`config.mk`:
```
export PLATFORM = sky130hd
export DESIGN_NAME = image_loader
export DESIGN_NICKNAME = d
export VERILOG_FILES = /design/src/rtl/image_loader.sv
export SDC_FILE = /design/constraint.sdc
export NUM_CORES = 1
export LEC_CHECK = 0
export BUFFER_PORTS_ARGS = -buffer_cell sky130_fd_sc_hd__buf_2
export CORE_MARGIN = 10
export CORE_UTILIZATION = 39
export DETAILED_ROUTE_END_ITERATION = 10
export GPL_TIMING_DRIVEN = 1
export PLACE_DENSITY = 0.62
export SETUP_SLACK_MARGIN = 0.02
export SKIP_LAST_GASP = 1
export SLEW_MARGIN = 15
export SYNTH_ARGS = -nofsm -noshare
export SYNTH_HDL_FRONTEND = slang
export SYNTH_SLANG_ARGS = --single-unit
export TNS_END_PERCENT = 10
```
`constraint.sdc`:
```
create_clock -name clk -period 2.03 [get_ports clk]
set_input_delay 0.203 -clock clk [delete_from_list [all_inputs] [get_ports clk]]
set_output_delay 0.203 -clock clk [all_outputs]
set_load 0.02 [all_outputs]
```
`src/rtl/image_loader.sv`:
```
// Unpacks received image bytes into a 1-bit-wide pixel RAM, LSB first, then
// launches the classifier and holds off new images until it reports done.
module image_loader #(
    parameter int unsigned NUM_BYTES = 98,
    parameter int unsigned AW        = 10
) (
    input  logic          clk,
    input  logic          rst_n,
    input  logic          rx_rdy,
    input  logic [7:0]    rx_data,
    input  logic          core_done,
    input  logic          clr_ovf,
    output logic          we,
    output logic [AW-1:0] waddr,
    output logic          wdata,
    output logic          start,
    output logic          img_busy,
    output logic          overflow
);

    localparam int unsigned BCW = $clog2(NUM_BYTES + 1);

    typedef enum logic [1:0] {IDLE, UNPACK, LAUNCH, WAIT_CORE} state_e;

    state_e           state_q, state_d;
    logic [7:0]       shreg_q, shreg_d;
    logic [7:0]       hold_q, hold_d;
    logic             hold_valid_q, hold_valid_d;
    logic [2:0]       bit_cnt_q, bit_cnt_d;
    logic [AW-1:0]    pix_addr_q, pix_addr_d;
    logic [BCW-1:0]   byte_cnt_q, byte_cnt_d;
    logic             we_q, we_d;
    logic [AW-1:0]    waddr_q, waddr_d;
    logic             wdata_q, wdata_d;
    logic             start_q, start_d;
    logic             img_busy_q, img_busy_d;
    logic             overflow_q, overflow_d;
    logic             ovf_set;

    // State and datapath registers
    always_ff @(posedge clk or negedge rst_n) begin
        if (!rst_n) begin
            state_q      <= IDLE;
            shreg_q      <= '0;
            hold_q       <= '0;
            hold_valid_q <= 1'b0;
            bit_cnt_q    <= '0;
            pix_addr_q   <= '0;
            byte_cnt_q   <= '0;
            we_q         <= 1'b0;
            waddr_q      <= '0;
            wdata_q      <= 1'b0;
            start_q      <= 1'b0;
            img_busy_q   <= 1'b0;
            overflow_q   <= 1'b0;
        end else begin
            state_q      <= state_d;
            shreg_q      <= shreg_d;
            hold_q       <= hold_d;
            hold_valid_q <= hold_valid_d;
            bit_cnt_q    <= bit_cnt_d;
            pix_addr_q   <= pix_addr_d;
            byte_cnt_q   <= byte_cnt_d;
            we_q         <= we_d;
            waddr_q      <= waddr_d;
            wdata_q      <= wdata_d;
            start_q      <= start_d;
            img_busy_q   <= img_busy_d;
            overflow_q   <= overflow_d;
        end
    end

    // Next-state logic; outputs are registered from the next-state values so
    // they describe the cycle the FSM is entering.
    always_comb begin
        state_d      = state_q;
        shreg_d      = shreg_q;
        hold_d       = hold_q;
        hold_valid_d = hold_valid_q;
        bit_cnt_d    = bit_cnt_q;
        pix_addr_d   = pix_addr_q;
        byte_cnt_d   = byte_cnt_q;
        ovf_set      = 1'b0;

        unique case (state_q)
            IDLE: begin
                // A byte parked in hold as the previous one finished is drained first
                if (hold_valid_q) begin
                    shreg_d      = hold_q;
                    bit_cnt_d    = '0;
                    hold_valid_d = 1'b0;
                    state_d      = UNPACK;
                    if (rx_rdy) begin
                        hold_d       = rx_data;
                        hold_valid_d = 1'b1;
                    end
                end else if (rx_rdy) begin
                    shreg_d   = rx_data;
                    bit_cnt_d = '0;
                    state_d   = UNPACK;
                end
            end
            UNPACK: begin
                shreg_d    = {1'b0, shreg_q[7:1]};
                pix_addr_d = pix_addr_q + AW'(1);
                bit_cnt_d  = bit_cnt_q + 3'd1;
                if (rx_rdy) begin
                    if (hold_valid_q) begin
                        ovf_set = 1'b1;
                    end else begin
                        hold_d       = rx_data;
                        hold_valid_d = 1'b1;
                    end
                end
                if (bit_cnt_q == 3'd7) begin
                    byte_cnt_d = byte_cnt_q + BCW'(1);
                    if (byte_cnt_q == BCW'(NUM_BYTES - 1)) begin
                        pix_addr_d = '0;
                        state_d    = LAUNCH;
                    end else if (hold_valid_q) begin
                        shreg_d      = hold_q;
                        hold_valid_d = 1'b0;
                    end else begin
                        state_d = IDLE;
                    end
                end
            end
            LAUNCH: begin
                pix_addr_d = '0;
                byte_cnt_d = '0;
                if (hold_valid_q || rx_rdy) begin
                    ovf_set = 1'b1;
                end
                hold_valid_d = 1'b0;
                state_d      = WAIT_CORE;
            end
            WAIT_CORE: begin
                if (rx_rdy) begin
                    ovf_set = 1'b1;
                end
                if (core_done) begin
                    state_d = IDLE;
                end
            end
            default: state_d = IDLE;
        endcase

        we_d       = (state_d == UNPACK);
        waddr_d    = pix_addr_d;
        wdata_d    = shreg_d[0];
        start_d    = (state_d == LAUNCH);
        img_busy_d = (state_d == LAUNCH) || (state_d == WAIT_CORE);
        overflow_d = ovf_set ? 1'b1 : (clr_ovf ? 1'b0 : overflow_q);
    end

    assign we       = we_q;
    assign waddr    = waddr_q;
    assign wdata    = wdata_q;
    assign start    = start_q;
    assign img_busy = img_busy_q;
    assign overflow = overflow_q;

endmodule

```
==> results.json <==
{
  "status": "finished with violations",
  "violations": "negative hold slack",
  "clock-root-buffer": "clkbuf_8",
  "synth-main-ff-cell": "dfrtp_1",
  "fin_ws_ps": 97.2,
  "max-vdd-ir-drop_v": 0.000887,
  "core_area_mm2": 0.00628,
  "clkSinkCount": 42,
  "fp.dieW_um": 99.9,
  "grt_pass1_vias": 2001,
  "pwr-share-clk": 0.149,
  "antenna_found_initial": 0,
  "post_cts_resized": 0,
  "grt_overflow": 0,
  "drive_gt1_frac": 0.275,
  "switching_share": 0.390,
  "placement.io_buffers": 27,
  "seq_area_mm2": 0.00105,
  "cp-start-kind": "flip-flop",
  "drt-total-wl_um": 5350,
  "cts_made_buffers": 5,
  "syn_area_mm2": 0.00249,
  "first_pass_iters": 4,
  "min_path_type": "input pin to async pin",
  "fin_crit_sh": 0.952,
  "intPower_mw": 2.27,
  "timing.hold.ws_ps": -29.5,
  "fmax_mhz": 517,
  "pwr-share-seq": 0.374,
  "cts_tree": "built",
  "grt_pass1_wl_um": 9360,
  "p_comb_frac": 0.477,
  "finClkSkew_ps": 5.60,
  "layout.cells.non_filler": 361,
  "post-cts-setup-buffers": 0,
  "n_fill_cell": 614,
  "ys_warn_count": 0,
  "area_delta_synth_final_pct": 14.1,
  "dieHeight_um": 99.9,
  "drv_cap": 0,
  "syn-num-nets": 271,
  "rows": 29,
  "via_per_inst": 5.38,
  "critPathKind": "flip-flop to flip-flop",
  "wl_per_cell_um": 14.8,
  "async_flop_share": 1.00,
  "ios": 28,
  "clk_pin_slew_ps": 80,
  "power_switching_mw": 1.45,
  "clock_path_buffers": 2,
  "tightestPinTransition_ps": 541,
  "globalplace.congestion": 0.828,
  "hold_buffers": 0,
  "grt_setup_unrepaired": "yes",
  "ys_ff_latch": 42,
  "dp_slack_ps": 83.6,
  "die-area_mm2": 0.00999,
  "cp_max_fo": 7,
  "synth.avg_cell_area_um2": 10.1,
  "postRouteAntennaNets": 0,
  "required_ps": 2210,
  "arrival_ps": 2110,
  "synth-edff-count": 0,
  "power.density_mw_per_mm2": 1310,
  "cts_max_level": 2,
  "vias": 1942,
  "finalSetupViolCount": 0,
  "endpoint_kind": "flip-flop",
  "utilization": 0.453,
  "drc": 0,
  "drv_slew": 0,
  "synth-seq-area-share": 0.422,
  "layout_min_cycle_time_ps": 1930,
  "grt_max_degree": 43,
  "multi_input_area_mm2": 0.00131,
  "initial_core_util": 0.397,
  "hpwl_um": 3990,
  "drt_iter0_drc": 84,
  "finalHoldViolations": 36,
  "nNetsFinal": 307,
  "slew-limit-headroom": 0.636,
  "leakage_nw": 1.28,
  "synth_cell_types": 52,
  "syn_inst": 247,
  "clk_latency_ps": 290,
  "antenna_cells": 0,
  "gr-usage-all-layers": 0.112,
  "dpl.cell_count": 353
}
==> cells in the mapped netlist, drive strengths merged (3+ instances only) <==
master	count	area [um2]
o22a	4	35.0
nor2	13	48.8
dfrtp	42	1050
mux2	15	169
o21a	6	45.0
nand2	18	67.6
mux2i	7	70.1
and2	5	31.3
nand2b	4	25.0
xor2	4	35.0
clkbuf	5	38.8
a21oi	11	58.8
o211ai	4	30.0
o21ai	16	83.8
buf	9	56.3
nor3	10	50.1
nand4	5	31.3
ha	11	138
inv	11	41.3
nand3	5	30.0
or2	3	18.8
a22o	8	70.1
==> cells by family (layout without fill, tap and decap cells) <==
kind of cell | Yosys count | after routing | share of synthesized area
xor+xnor | 4 | 4 | 0.0141
flops | 42 | 42 | 0.422
buf+inv | 25 | 62 | 0.0547
fa+ha+maj | 11 | 11 | 0.0552
mux | 22 | 22 | 0.0959
simple gates | 75 | 75 | 0.164
compound gates | 68 | 68 | 0.195
==> power by group through the flow <==
stage                     clock network (mW)  logic [mW]  registers (mW)
after global placement                     0        1.75            1.41
final                                  0.555        1.77            1.39
after CTS                              0.570        1.79            1.40
after global routing                   0.613        1.99            1.44
after detailed placement                   0        1.79            1.41
after floorplan                            0        1.24            1.43
==> sequential cells by signal (all words and copies together) (netlist names) <==
register      cells
waddr            10
hold_q            8
shreg_q           8
byte_cnt_q        7
bit_cnt_q         3
state_q           2
hold_valid_q      1
overflow          1
start             1
we                1
==> final cells by class <==
| type | count | area share |
|---|---|---|
| Clock buffer | 7 | 0.0304 |
| Clock inverter | 1 | 0.00176 |
| Inverter | 11 | 0.0145 |
| Multi-Input combinational cell | 180 | 0.460 |
| Sequential cell | 42 | 0.370 |
| Tap cell | 77 | 0.0339 |
| Timing Repair Buffer | 43 | 0.0898 |
==> metrics by stage <==
step	power, mW	TNS, ps	cell area [um2]
2_1_floorplan	2.67	0	2490
3_3_place_gp	3.16	0	2750
3_5_place_dp	3.20	0	2750
4_1_cts	3.76	0	2840
5_1_grt	4.05	-76.9	2840
6_report	3.72	0	2840
==> layer usage <==
| metal | GRT usage | share of wire | vias up |
|---|---|---|---|
| li1 | - | - | 968 |
| met1 | 0.138 | 0.46 | 930 |
| met2 | 0.187 | 0.48 | 38 |
| met3 | 0.0323 | 0.051 | 6 |
| met4 | 0.0287 | 0.0084 | 0 |
| met5 | 0 | 0 | - |
==> final timing paths <==
kind	cells past startpoint	endpoint	from	slack [ps]
worst min register to register	1	bit_cnt_q[1]$_DFFE_PN0P_	bit_cnt_q[1]$_DFFE_PN0P_	500
max in group asynchronous	2	shreg_q[2]$_DFFE_PN0P_	rst_n	1680
worst min-delay path	2	waddr[4]$_DFFE_PN0N_	rst_n	-30
worst max-delay path	6	shreg_q[0]$_DFFE_PN0P_	bit_cnt_q[0]$_DFFE_PN0P_	100
worst max register to register	6	shreg_q[0]$_DFFE_PN0P_	bit_cnt_q[0]$_DFFE_PN0P_	100
min in group clk	2	overflow$_DFFE_PN0P_	clr_ovf	120
==> worst max-delay path: stages, from the launching register on <==
cell     delay, ps
dfrtp_1        380
ha_1           160
ha_1           250
nand2_1        120
a21oi_2        370
mux2_2         380
o21a_1         170
==> cells in the final DEF (no fill, tap or decap), types with 7 or more instances in the layout <==
cell type | netlist | final
buf_4 | 0 | 16
ha_1 | 11 | 11
buf_2 | 6 | 27
nor3_1 | 10 | 10
a21oi_1 | 10 | 10
a22o_1 | 8 | 8
nor2_1 | 13 | 13
inv_1 | 10 | 10
dfrtp_1 | 42 | 42
mux2i_1 | 7 | 7
nand2_1 | 18 | 17
mux2_2 | 15 | 15
o21ai_0 | 15 | 15
Power figures use the tool's default switching activity.
